$ cat src/rtl/bcd_countdown_timer_if.sv
// Control and display bundle for the three-digit BCD countdown timer.
// Latency: none; pure signal grouping.
// Backpressure: none; the timer samples controls every cycle.
interface bcd_countdown_timer_if;
  logic       clear;
  logic       load;
  logic [3:0] load_sec;
  logic [3:0] load_tenth;
  logic [3:0] load_hundredth;
  logic       start;
  logic       pause;
  logic [3:0] sec;
  logic [3:0] tenth;
  logic [3:0] hundredth;
  logic       running;
  logic       expired;
  logic       done;

  // Controller side: drives controls, watches the display and status.
  modport master (
    output clear, load, load_sec, load_tenth, load_hundredth, start, pause,
    input  sec, tenth, hundredth, running, expired, done
  );

  // Timer side.
  modport slave (
    input  clear, load, load_sec, load_tenth, load_hundredth, start, pause,
    output sec, tenth, hundredth, running, expired, done
  );
endinterface

$ cat src/rtl/bcd_countdown_timer.sv
// BCD countdown timer (s.t h digits) with preset load, pause/resume and expiry flag.
// Latency: load/start visible on the sampling edge; first decrement TICK_DIV edges after start.
// Backpressure: none; controls are sampled every cycle with priority clear > load > start > pause.
module bcd_countdown_timer #(
  parameter int TICK_DIV = 4
) (
  input  logic                  clk,
  input  logic                  reset,
  bcd_countdown_timer_if.slave  bus
);

  typedef enum logic [1:0] {
    S_IDLE  = 2'd0,
    S_RUN   = 2'd1,
    S_PAUSE = 2'd2,
    S_DONE  = 2'd3
  } state_t;

  localparam logic [15:0] TICK_LAST = 16'(TICK_DIV - 1);

  state_t      r_state;
  state_t      w_state_nxt;
  logic [3:0]  r_sec, r_tenth, r_hund;
  logic [3:0]  w_sec_nxt, w_tenth_nxt, w_hund_nxt;
  logic [15:0] r_presc;
  logic [15:0] w_presc_nxt;
  logic        r_running, r_expired, r_done;
  logic        w_done_nxt;

  logic        w_nonzero;
  logic        w_is_last;
  logic [3:0]  w_dec_sec, w_dec_tenth, w_dec_hund;
  logic [3:0]  w_ld_sec, w_ld_tenth, w_ld_hund;

  assign w_nonzero = (r_sec != 4'd0) || (r_tenth != 4'd0) || (r_hund != 4'd0);
  assign w_is_last = (r_sec == 4'd0) && (r_tenth == 4'd0) && (r_hund == 4'd1);

  // Preset digits above 9 are clamped so the display never shows a non-BCD code.
  assign w_ld_sec   = (bus.load_sec       > 4'd9) ? 4'd9 : bus.load_sec;
  assign w_ld_tenth = (bus.load_tenth     > 4'd9) ? 4'd9 : bus.load_tenth;
  assign w_ld_hund  = (bus.load_hundredth > 4'd9) ? 4'd9 : bus.load_hundredth;

  // One-hundredth decrement with borrow through tenths into seconds.
  always_comb begin
    w_dec_sec   = r_sec;
    w_dec_tenth = r_tenth;
    w_dec_hund  = r_hund;
    if (r_hund != 4'd0) begin
      w_dec_hund = r_hund - 4'd1;
    end else begin
      w_dec_hund = 4'd9;
      if (r_tenth != 4'd0) begin
        w_dec_tenth = r_tenth - 4'd1;
      end else begin
        w_dec_tenth = 4'd9;
        w_dec_sec   = r_sec - 4'd1;
      end
    end
  end

  // Next-state, digit and prescaler logic for the IDLE/RUN/PAUSE/DONE controller.
  always_comb begin
    w_state_nxt = r_state;
    w_sec_nxt   = r_sec;
    w_tenth_nxt = r_tenth;
    w_hund_nxt  = r_hund;
    w_presc_nxt = r_presc;
    w_done_nxt  = 1'b0;

    if (bus.clear) begin
      w_state_nxt = S_IDLE;
      w_sec_nxt   = 4'd0;
      w_tenth_nxt = 4'd0;
      w_hund_nxt  = 4'd0;
      w_presc_nxt = 16'd0;
    end else begin
      unique case (r_state)
        S_IDLE: begin
          if (bus.load) begin
            w_sec_nxt   = w_ld_sec;
            w_tenth_nxt = w_ld_tenth;
            w_hund_nxt  = w_ld_hund;
          end else if (bus.start && w_nonzero) begin
            w_state_nxt = S_RUN;
            w_presc_nxt = 16'd0;
          end
        end
        S_RUN: begin
          // load and start are ignored while counting; pause beats a same-cycle tick.
          if (bus.pause) begin
            w_state_nxt = S_PAUSE;
          end else if (r_presc == TICK_LAST) begin
            w_presc_nxt = 16'd0;
            if (w_is_last) begin
              w_sec_nxt   = 4'd0;
              w_tenth_nxt = 4'd0;
              w_hund_nxt  = 4'd0;
              w_state_nxt = S_DONE;
              w_done_nxt  = 1'b1;
            end else if (w_nonzero) begin
              w_sec_nxt   = w_dec_sec;
              w_tenth_nxt = w_dec_tenth;
              w_hund_nxt  = w_dec_hund;
            end
          end else begin
            w_presc_nxt = r_presc + 16'd1;
          end
        end
        S_PAUSE: begin
          // Prescaler stays frozen so a resume finishes the interrupted tick period.
          if (bus.load) begin
            w_sec_nxt   = w_ld_sec;
            w_tenth_nxt = w_ld_tenth;
            w_hund_nxt  = w_ld_hund;
          end else if (bus.start && w_nonzero) begin
            w_state_nxt = S_RUN;
          end
        end
        S_DONE: begin
          if (bus.load) begin
            w_sec_nxt   = w_ld_sec;
            w_tenth_nxt = w_ld_tenth;
            w_hund_nxt  = w_ld_hund;
            w_state_nxt = S_IDLE;
          end
        end
        default: begin
          w_state_nxt = S_IDLE;
        end
      endcase
    end
  end

  // State, digits, prescaler and registered status flags.
  always_ff @(posedge clk or posedge reset) begin
    if (reset) begin
      r_state   <= S_IDLE;
      r_sec     <= 4'd0;
      r_tenth   <= 4'd0;
      r_hund    <= 4'd0;
      r_presc   <= 16'd0;
      r_running <= 1'b0;
      r_expired <= 1'b0;
      r_done    <= 1'b0;
    end else begin
      r_state   <= w_state_nxt;
      r_sec     <= w_sec_nxt;
      r_tenth   <= w_tenth_nxt;
      r_hund    <= w_hund_nxt;
      r_presc   <= w_presc_nxt;
      r_running <= (w_state_nxt == S_RUN);
      r_expired <= (w_state_nxt == S_DONE);
      r_done    <= w_done_nxt;
    end
  end

  assign bus.sec       = r_sec;
  assign bus.tenth     = r_tenth;
  assign bus.hundredth = r_hund;
  assign bus.running   = r_running;
  assign bus.expired   = r_expired;
  assign bus.done      = r_done;

endmodule
$ cat src/flat_wrapper.sv
// flat-port wrapper written by rule: the top's interface ports become plain ports
module bcd_countdown_timer_flat 
#(
  parameter int TICK_DIV = 4
)
  (clk, reset, bus_clear, bus_load, bus_load_sec, bus_load_tenth, bus_load_hundredth, bus_start, bus_pause, bus_sec, bus_tenth, bus_hundredth, bus_running, bus_expired, bus_done);
  bcd_countdown_timer_if bus_i ();
  input  logic clk;
  input  logic reset;
  input wire logic [$bits(bus_i.clear)-1:0] bus_clear;
  input wire logic [$bits(bus_i.load)-1:0] bus_load;
  input wire logic [$bits(bus_i.load_sec)-1:0] bus_load_sec;
  input wire logic [$bits(bus_i.load_tenth)-1:0] bus_load_tenth;
  input wire logic [$bits(bus_i.load_hundredth)-1:0] bus_load_hundredth;
  input wire logic [$bits(bus_i.start)-1:0] bus_start;
  input wire logic [$bits(bus_i.pause)-1:0] bus_pause;
  output wire logic [$bits(bus_i.sec)-1:0] bus_sec;
  output wire logic [$bits(bus_i.tenth)-1:0] bus_tenth;
  output wire logic [$bits(bus_i.hundredth)-1:0] bus_hundredth;
  output wire logic [$bits(bus_i.running)-1:0] bus_running;
  output wire logic [$bits(bus_i.expired)-1:0] bus_expired;
  output wire logic [$bits(bus_i.done)-1:0] bus_done;
  assign bus_i.clear = bus_clear;
  assign bus_i.load = bus_load;
  assign bus_i.load_sec = bus_load_sec;
  assign bus_i.load_tenth = bus_load_tenth;
  assign bus_i.load_hundredth = bus_load_hundredth;
  assign bus_i.start = bus_start;
  assign bus_i.pause = bus_pause;
  assign bus_sec = bus_i.sec;
  assign bus_tenth = bus_i.tenth;
  assign bus_hundredth = bus_i.hundredth;
  assign bus_running = bus_i.running;
  assign bus_expired = bus_i.expired;
  assign bus_done = bus_i.done;
  bcd_countdown_timer #(.TICK_DIV(TICK_DIV)) u_core (.clk(clk), .reset(reset), .bus(bus_i));
endmodule
$ cat config.mk
export PLATFORM = sky130hd
export DESIGN_NAME = bcd_countdown_timer_flat
export DESIGN_NICKNAME = d
export VERILOG_FILES = /design/src/rtl/bcd_countdown_timer_if.sv /design/src/rtl/bcd_countdown_timer.sv /design/src/flat_wrapper.sv
export SDC_FILE = /design/constraint.sdc
export NUM_CORES = 1
export LEC_CHECK = 0
export ABC_AREA = 1
export CAP_MARGIN = 40
export CELL_PAD_IN_SITES_DETAIL_PLACEMENT = 2
export CELL_PAD_IN_SITES_GLOBAL_PLACEMENT = 2
export CORE_ASPECT_RATIO = 1.1
export CORE_MARGIN = 2
export CORE_UTILIZATION = 32
export DETAILED_ROUTE_END_ITERATION = 12
export GPL_TIMING_DRIVEN = 0
export PLACE_DENSITY_LB_ADDON = 0.1
export SETUP_SLACK_MARGIN = 0.15
export SLEW_MARGIN = 0
export SYNTH_ARGS = -nofsm -noshare
export SYNTH_HDL_FRONTEND = slang
export SYNTH_SLANG_ARGS = --single-unit
$ cat constraint.sdc
create_clock -name clk -period 1.84 [get_ports clk]
set_input_delay 0.368 -clock clk [delete_from_list [all_inputs] [get_ports clk]]
set_output_delay 0.368 -clock clk [all_outputs]
set_load 0.005 [all_outputs]
==> flow_summary.ini, run 1 <==
[yosys]
synth_commonest_cells = nand2_1 (102), nor2_1 (48), inv_1 (34)
avgSynthCellArea_um2 = 7.08
yosysTopAreaCellShare_pct = 31.1
ys_dominant_reg_cell = dfrtp_1
synth_edf_count = 0
syn-cell-area_mm2 = 0.00266
synth_seq_cells = 33
yosys.area.top_type = dfrtp_1
synth_seq_area_share_pct = 31.1
syn_inst = 375
synth.most_common_cell = nand2_1
asyncSetResetFlopFracSynth_pct = 100
synth.net_count = 400
yosys_warnings = 0
synth_cell_types = 32
synthTopCellsByArea = dfrtp_1 (31%), nand2_1 (14%), nor2_1 (6.8%), nand4_1 (5.2%), o21ai_2 (4.9%)

[global_route]
grt_pass1_vias = 3060
grt_first_pass_wirelength_um = 15300
antenna_found_initial = 0
grt_overflow = 0
grt_max_degree = 34
track_usage_pct = 21.5

[finish]
areaGrowthSynthToFinish_pct = 40.9
nNetsFinal = 474
drive_gt1_share_pct = 33.1
antenna_cells = 0
final_cells = 558

[sta]
worst_pin_slew_ns = 0.797
period_minus_slack_ns = 1.84
worst_slack_ns = 0.00106
relSlewSlack_pct = 46.8
rsz0062_at_grt = true
timing.hold.ws_ns = 0.517
max_freq_ghz = 0.544
slew_viol_final = 0
finalSetupTns_ns = 0
fin_crit_sh_pct = 99.9
hold_viol = 0
setup_viol = 0
skew_ns = 0.00510

[setup_path]
arrival_ns = 2.08
r2r-start = u_core.bus.tenth[0]
worstPathRequired_ns = 2.08
worstPathCellList = inv_2 > ha_4 > nand2_4 > nor2_4 > nor2_1 > nand2_1 > a21oi_1 > nand3_2 > nand2_1
endpoint_kind = flip-flop
crit_buf_inv = 1
critPathLaunchType = flip-flop
rr_worst_depth = 9
r2r_slack_ns = 0.001
cp_max_fo = 4
path_delay_family = simple AND/OR/NAND/NOR gates
crit_type = flip-flop to flip-flop
timing.rr.end = u_core.bus.tenth[2]
critical_path.most_common_cell = nand2_1
slowest_stage = dfrtp_1
slowest_delay_ns = 0.39
setup.worst_path.start = u_core.bus.tenth[0]

[clocking]
clkSlewWorstSetupHoldPaths_ns = 0.08
cts_tree = built
holdBufCountCts = 0
htree_levels = 2
numCtsBuffers = 5
clock-sinks = 33
clock_latency_ns = 0.30
cts_root_buf = clkbuf_8
clk_path_buf_depth = 2

[placed_design]
post-place-cells = 515
pre_cts_slack_ns = -0.245
dp.final_hpwl_um = 6800
port_buffers = 32
place.gp.congestion = 0.846

[power_and_ir_drop]
pwr_density_cell_mw_per_mm2 = 769
worst_ir_drop_vdd_uv = 338
p_comb_share_pct = 44.1
power.internal_uw = 1770
p_sw_uw = 1110
leakagePower_uw = 0.00172
clkPwrFrac_pct = 26.2
switching_share_pct = 38.4
seq_power_share_pct = 29.7

[detailed_routing]
viasPerCell = 5.34
wire_per_inst_um = 21.2
wirelength_um = 11900
drc = 0
drtIter0Drc = 95
final_antenna_net_count = 0
vias = 2977
first_pass_iters = 4

[floorplan]
die_w_um = 90.9
io-pin-count = 33
initial_core_util_pct = 33.2
die_area_mm2 = 0.00904
die_h_um = 99.5
core_region_area_mm2 = 0.00800
rows = 34

[min_path]
min_from = u_core.bus.tenth[1]
worstHoldPathCells = 2
hp-class = flip-flop to flip-flop
whs_endpoint = u_core.bus.tenth[1]

[run_status]
status = complete, no violations

[run]
drv_cap = 0
power groups by stage:
stage / Sequential (uW) / Combinational [uW] / Clock [uW]
after floorplan: 851 / 556 / 0
after global placement: 857 / 842 / 0
after detailed placement: 860 / 876 / 0
after CTS: 849 / 987 / 765
after global routing: 863 / 1360 / 793
final: 855 / 1270 / 755
routing by layer:
layer / share of wire, % / track usage (%)
met4: 3.3 / 5.24
met2: 56 / 41.7
met5: 0 / 0
met3: 2.1 / 3.11
met1: 39 / 24.8
flip-flops by register name (all words and copies together) (netlist names):
register / count
u_core.bus.done: 1
u_core.r_presc: 16
u_core.bus.expired: 1
u_core.bus.tenth: 4
u_core.bus.hundredth: 4
u_core.bus.sec: 4
u_core.bus.running: 1
u_core.r_state: 2
cell type report:
type | count | area [um2]
Timing Repair Buffer | 67 | 643
Fill cell | 952 | 4260
Inverter | 42 | 163
Clock inverter | 1 | 30.0
Tap cell | 108 | 135
Clock buffer | 7 | 86.3
Sequential cell | 33 | 841
Buffer | 9 | 98.8
Multi-Input combinational cell | 291 | 1740
worst max path at each step:
stage	cells past startpoint	to	slack, ns
final	9	u_core.bus.tenth[2]	0.001
after global routing	11	u_core.bus.hundredth[2]	-0.04
after CTS	10	u_core.r_presc[4]	0.15
after detailed placement	10	u_core.r_presc[11]	-0.25
after global placement	2	u_core.bus.running	-0.24
after floorplan	11	u_core.bus.sec[2]	0.21
kinds of logic (layout without fill, tap and decap cells):
logic type               after synthesis  count (layout)  synth area share [%]
adder cells (fa/ha/maj)                7               7                  3.30
buffers and inverters                 51             126                  8.62
AND/OR/NAND/NOR                      235             235                  43.9
flip-flops                            33              33                  31.1
AO/OA/AOI/OAI                         44              44                  11.4
XOR/XNOR                               5               5                  1.65
per-stage QoR:
step	total power (uW)	utilization, %	instance area (um2)
after floorplan	1410	-	2660
final	2880	46.8	3740
after CTS	2600	42.4	3390
after detailed placement	1740	38.9	3110
after global placement	1700	38.9	3110
after global routing	3010	46.8	3740
what timing repair did:
| item | CTS | global route |
|---|---|---|
| buffers inserted | 12 | 21 |
| gates cloned | 0 | 2 |
| setup endpoints to repair | 33 | 34 |
| gates resized for setup | 24 | 44 |
| pin swaps | 6 | 17 |
layout by cell type, fill, tap and decap left out, types with 6 or more instances in the layout:
master,synthesis,final
nand3_1,23,21
nand2_1,102,93
clkdlybuf4s50_1,0,28
inv_1,34,26
dfrtp_1,33,21
clkbuf_8,0,6
a21oi_1,6,6
nand3_2,8,8
o21ai_2,15,14
nand4_1,22,22
nand2_2,10,16
nor2_1,48,44
dfrtp_2,0,12
inv_2,6,13
nand2_4,5,8
nor2_4,5,7
buf_6,4,6
o21bai_1,6,6
nor2_2,5,7
o21ai_0,12,12
buf_4,0,30
worst min-delay path, delay by kind of cell (launching register included):
kind / cells / cell delay [ns]
simple gates: 2 / 0.11
flops: 1 / 0.38
Note: power is estimated with default switching activity, not from simulation.
==> inputs of run 2 (changes only) <==
CORE_ASPECT_RATIO = 1.2   (was 1.1)
==> flow_summary.ini, run 2 (synthesis results as in run 1) <==
[run_status]
status = complete, no violations

[clocking]
clock-sinks = 33
clkSlewWorstSetupHoldPaths_ns = 0.08
cts_tree = built
htree_levels = 2
clock_latency_ns = 0.30
holdBufCountCts = 0
cts_root_buf = clkbuf_8
clk_path_buf_depth = 2
numCtsBuffers = 5

[sta]
fin_crit_sh_pct = 96.7
finalSetupTns_ns = 0
rsz0062_at_grt = true
worst_pin_slew_ns = 0.794
max_freq_ghz = 0.562
skew_ns = 0.00448
period_minus_slack_ns = 1.78
slew_viol_final = 0
timing.hold.ws_ns = 0.543
relSlewSlack_pct = 47.0
hold_viol = 0
setup_viol = 0

[placed_design]
port_buffers = 32
dp.final_hpwl_um = 6620
post-place-cells = 502
place.gp.congestion = 0.742

[power_and_ir_drop]
pwr_density_cell_mw_per_mm2 = 746
p_total_uw = 2800
worst_ir_drop_vdd_uv = 404
leakagePower_uw = 0.00176

[floorplan]
die_area_mm2 = 0.00904
initial_core_util_pct = 32.7
die_h_um = 104
io-pin-count = 33
core_region_area_mm2 = 0.00811
rows = 36
die_w_um = 87.2

[finish]
largest_reg_flops = 16
layout_commonest_cell = nand2_1
layout_common_cells = nand2_1 (85), nor2_1 (44), buf_4 (30)
drive_gt1_share_pct = 33.7
final_cells = 546
areaGrowthSynthToFinish_pct = 41.5
nFillCells = 928
antenna_cells = 0
nNetsFinal = 475
top_register = u_core.r_presc

[detailed_routing]
drc = 0
wirelength_um = 11200
viasPerCell = 5.35
vias = 2923
final_antenna_net_count = 0
first_pass_iters = 4
wire_per_inst_um = 20.4
drtIter0Drc = 119

[global_route]
grt_pass1_vias = 3113
antenna_found_initial = 0
grt_first_pass_wirelength_um = 15600
grt_overflow = 0
grt_max_degree = 34
track_usage_pct = 22.0

[min_path]
hp-class = input pin to async pin

[setup_path]
worstPathRequired_ns = 2.08
slowest_delay_ns = 0.42
cp_max_fo = 5
crit_buf_inv = 2
crit_type = flip-flop to flip-flop
arrival_ns = 2.02
slowest_stage = dfrtp_1
critPathLaunchType = flip-flop
worstPathCellList = inv_2 > ha_4 > nand2_2 > nor2_4 > nand3_4 > nand3_4 > nand2_4 > nor2_4 > buf_4 > nand3_1 > nand2_1
path_delay_family = simple AND/OR/NAND/NOR gates
endpoint_kind = flip-flop

[run]
drv_cap = 0
[run 2: cell count changes in the layout (fill, tap and decap cells not counted), moves of 2 or more]
cell | previous run | this run
nand2_1 | 93 | 85
dfrtp_1 | 21 | 28
dfrtp_2 | 12 | 5
nand2_4 | 8 | 14
clkbuf_1 | 2 | 4
inv_1 | 26 | 24
inv_2 | 13 | 15
nand2_2 | 16 | 18
o21ai_0 | 12 | 10
o21ai_1 | 2 | 4
[run 2: final cells by class]
| cell class | instances | area [um2] | share of cell area [%] |
|---|---|---|---|
| plain buffers | 9 | 105 | 2.80 |
| well taps | 95 | 119 | 3.16 |
| flip-flops and latches | 33 | 832 | 22.2 |
| repair buffers | 68 | 662 | 17.6 |
| clock buffers | 8 | 80.1 | 2.13 |
| inverters | 42 | 163 | 4.33 |
| multi-input cells | 291 | 1800 | 47.8 |
[run 2: metrics by stage]
step	area (um2)	setup slack [ns]	util, %
floorplan	2660	0.215	-
global placement	3090	-0.238	38.2
detailed placement	3090	-0.267	38.2
CTS	3380	0.137	41.7
global route	3760	-0.0255	46.3
finish	3760	0.0604	46.3
[run 2: final timing paths]
path,from,to,slack (ns),cells after the start
min in group clk,u_core.bus.sec[1],u_core.bus.sec[1],0.55,2
setup / recovery,u_core.bus.tenth[0],u_core.bus.sec[3],0.06,11
setup reg to reg,u_core.bus.tenth[0],u_core.bus.sec[3],0.06,11
max in group asynchronous,reset,u_core.bus.hundredth[2],0.73,2
hold / removal,reset,u_core.r_presc[11],0.54,2
hold reg to reg,u_core.bus.sec[1],u_core.bus.sec[1],0.55,2
[run 2: metal layers]
metal	global-route usage, %	up-vias	wire length [um]
met5	0	-	0
met2	42.3	59	6370
met1	25.2	1477	4310
li1	-	1372	-
met3	2.31	15	293
met4	5.27	0	183
[run 2: what timing repair did]
action | 4_1_cts | 5_1_grt
setup buffers | 18 | 15
endpoints found under the setup margin | 30 | 35
resized for setup | 26 | 54
hold endpoints to repair | 0 | 0
pin swaps | 6 | 17
gates cloned | 0 | 3
[run 2: report_power, final]
group / leakage [uW] / switching, uW / internal (uW)
Sequential: 0.000440 / 76.6 / 780
Clock: 0.0000395 / 329 / 270
Combinational: 0.00128 / 735 / 612
==> inputs of run 3 (changes only) <==
CORE_UTILIZATION = 33   (was 32)
CTS_BUF_LIST = sky130_fd_sc_hd__clkbuf_8   (was unset)
==> flow_summary.ini, run 3 (synthesis results as in run 1) <==
[global_route]
grt_max_degree = 34
grt_first_pass_wirelength_um = 17700
grt_overflow = 0
antenna_found_initial = 0
track_usage_pct = 26.3
grt_pass1_vias = 3295

[setup_path]
setup.worst_path.start = u_core.bus.sec[0]
worstPathRequired_ns = 2.04
arrival_ns = 2.14
path_delay_family = simple AND/OR/NAND/NOR gates
endpoint_kind = flip-flop
slowest_delay_ns = 0.42
critical_path.most_common_cell = nand3_4
crit_type = flip-flop to flip-flop
slowest_stage = dfrtp_1
cp_max_fo = 6
r2r-start = u_core.bus.sec[0]
crit_buf_inv = 3
worstPathCellList = inv_2 > ha_4 > nand3_4 > buf_4 > inv_4 > nand3_4 > o21ai_4 > nor2_1 > nand2_1 > o21ai_2
critPathLaunchType = flip-flop

[clocking]
clock_latency_ns = 0.31
cts_root_buf = clkbuf_8
htree_levels = 2
clock-sinks = 33
clk_path_buf_depth = 2
cts_tree = built
clkSlewWorstSetupHoldPaths_ns = 0.08
holdBufCountCts = 0
numCtsBuffers = 5

[sta]
timing.hold.ws_ns = 0.511
slew_viol_final = 0
skew_ns = 0.00844
worst_pin_slew_ns = 0.812
fin_crit_sh_pct = 105
rsz0062_at_grt = true
max_freq_ghz = 0.517
setup_viol = 7
period_minus_slack_ns = 1.94
hold_viol = 0
relSlewSlack_pct = 45.8
worst_slack_ns = -0.0958

[detailed_routing]
viasPerCell = 5.63
wirelength_um = 14400
drtIter0Drc = 134
wire_per_inst_um = 25.6
vias = 3151
drc = 0
final_antenna_net_count = 0
first_pass_iters = 6

[floorplan]
die_w_um = 85.9
initial_core_util_pct = 34.3
io-pin-count = 33
die_h_um = 102
rows = 35
core_region_area_mm2 = 0.00775
die_area_mm2 = 0.00878

[run_status]
violations = negative setup slack
status = finished, violations left

[power_and_ir_drop]
p_total_uw = 2880
leakagePower_uw = 0.00181
pwr_density_cell_mw_per_mm2 = 740
worst_ir_drop_vdd_uv = 434

[run]
drv_cap = 0

[finish]
largest_reg_flops = 16
layout_commonest_cell = nand2_1
layout_common_cells = nand2_1 (94), buf_4 (47), nor2_1 (38)
nNetsFinal = 492
areaGrowthSynthToFinish_pct = 46.4
finalInstanceArea_mm2 = 0.00389
drive_gt1_share_pct = 37.2
top_register = u_core.r_presc
antenna_cells = 0
final_cells = 560

[min_path]
hp-class = input pin to flip-flop
min_from = bus_pause

[placed_design]
post-place-cells = 499
dpl-instance-area_mm2 = 0.00309
place.gp.congestion = 0.778
port_buffers = 32
dp.final_hpwl_um = 6750
==> run 3: final cells by class <==
class / count / area (um2)
sequential: 33 / 845
clock buffer: 5 / 68.8
buffer: 9 / 101
fill: 863 / 3860
clock inverter: 3 / 11.3
multi-input combinational: 291 / 1770
tap: 92 / 115
inverter: 42 / 165
timing repair buffer: 85 / 810
==> run 3: worst register-to-register path, stage by stage, from the launching register on <==
cell     delay (ns)
dfrtp_1        0.42
inv_2          0.11
ha_4           0.14
nand3_4        0.09
buf_4          0.16
inv_4          0.06
nand3_4        0.11
o21ai_4        0.38
nor2_1         0.17
nand2_1        0.13
o21ai_2        0.05
==> run 3: per-stage QoR <==
| stage | util (%) | setup slack [ns] | TNS, ns |
|---|---|---|---|
| 6_report | 50.2 | -0.0958 | -0.275 |
| 3_5_place_dp | 39.9 | -0.279 | -7.01 |
| 2_1_floorplan | - | 0.215 | 0 |
| 3_3_place_gp | 39.9 | -0.267 | -13.91 |
| 4_1_cts | 46.1 | 0.130 | 0 |
| 5_1_grt | 50.2 | -0.125 | -0.629 |
==> run 3: timing repair <==
action                                  CTS  global route
pin swaps                                 6            16
setup buffers                            28            22
resized for setup                        40            46
endpoints found under the setup margin   31            35
gates cloned                              2             1
==> run 3: power by group <==
| part | leakage, uW | total, uW | internal (uW) | switching, uW |
|---|---|---|---|---|
| registers | 0.000424 | 855 | 781 | 74.0 |
| logic | 0.00134 | 1440 | 638 | 798 |
| clock network | 0.0000519 | 586 | 254 | 332 |
| total | 0.00181 | 2880 | 1670 | 1200 |
==> run 3: routing by layer <==
layer	up-vias	part of all wire, %	track usage (%)
li1	1408	-	-
met1	1594	39	28.8
met2	99	54	51.9
met3	50	3.3	3.07
met4	0	4.3	8.18
met5	-	0	0
==> run 3: final timing paths <==
| check | endpoint | slack, ns | depth (start not counted) |
|---|---|---|---|
| min in group asynchronous | u_core.bus.sec[1] | 0.53 | 2 |
| worst max-delay path | u_core.bus.hundredth[0] | -0.1 | 10 |
| worst min register to register | u_core.r_presc[6] | 0.56 | 2 |
| worst min-delay path | u_core.bus.done | 0.51 | 2 |
| worst max register to register | u_core.bus.hundredth[0] | -0.1 | 10 |
| max in group asynchronous | u_core.bus.hundredth[2] | 0.74 | 2 |
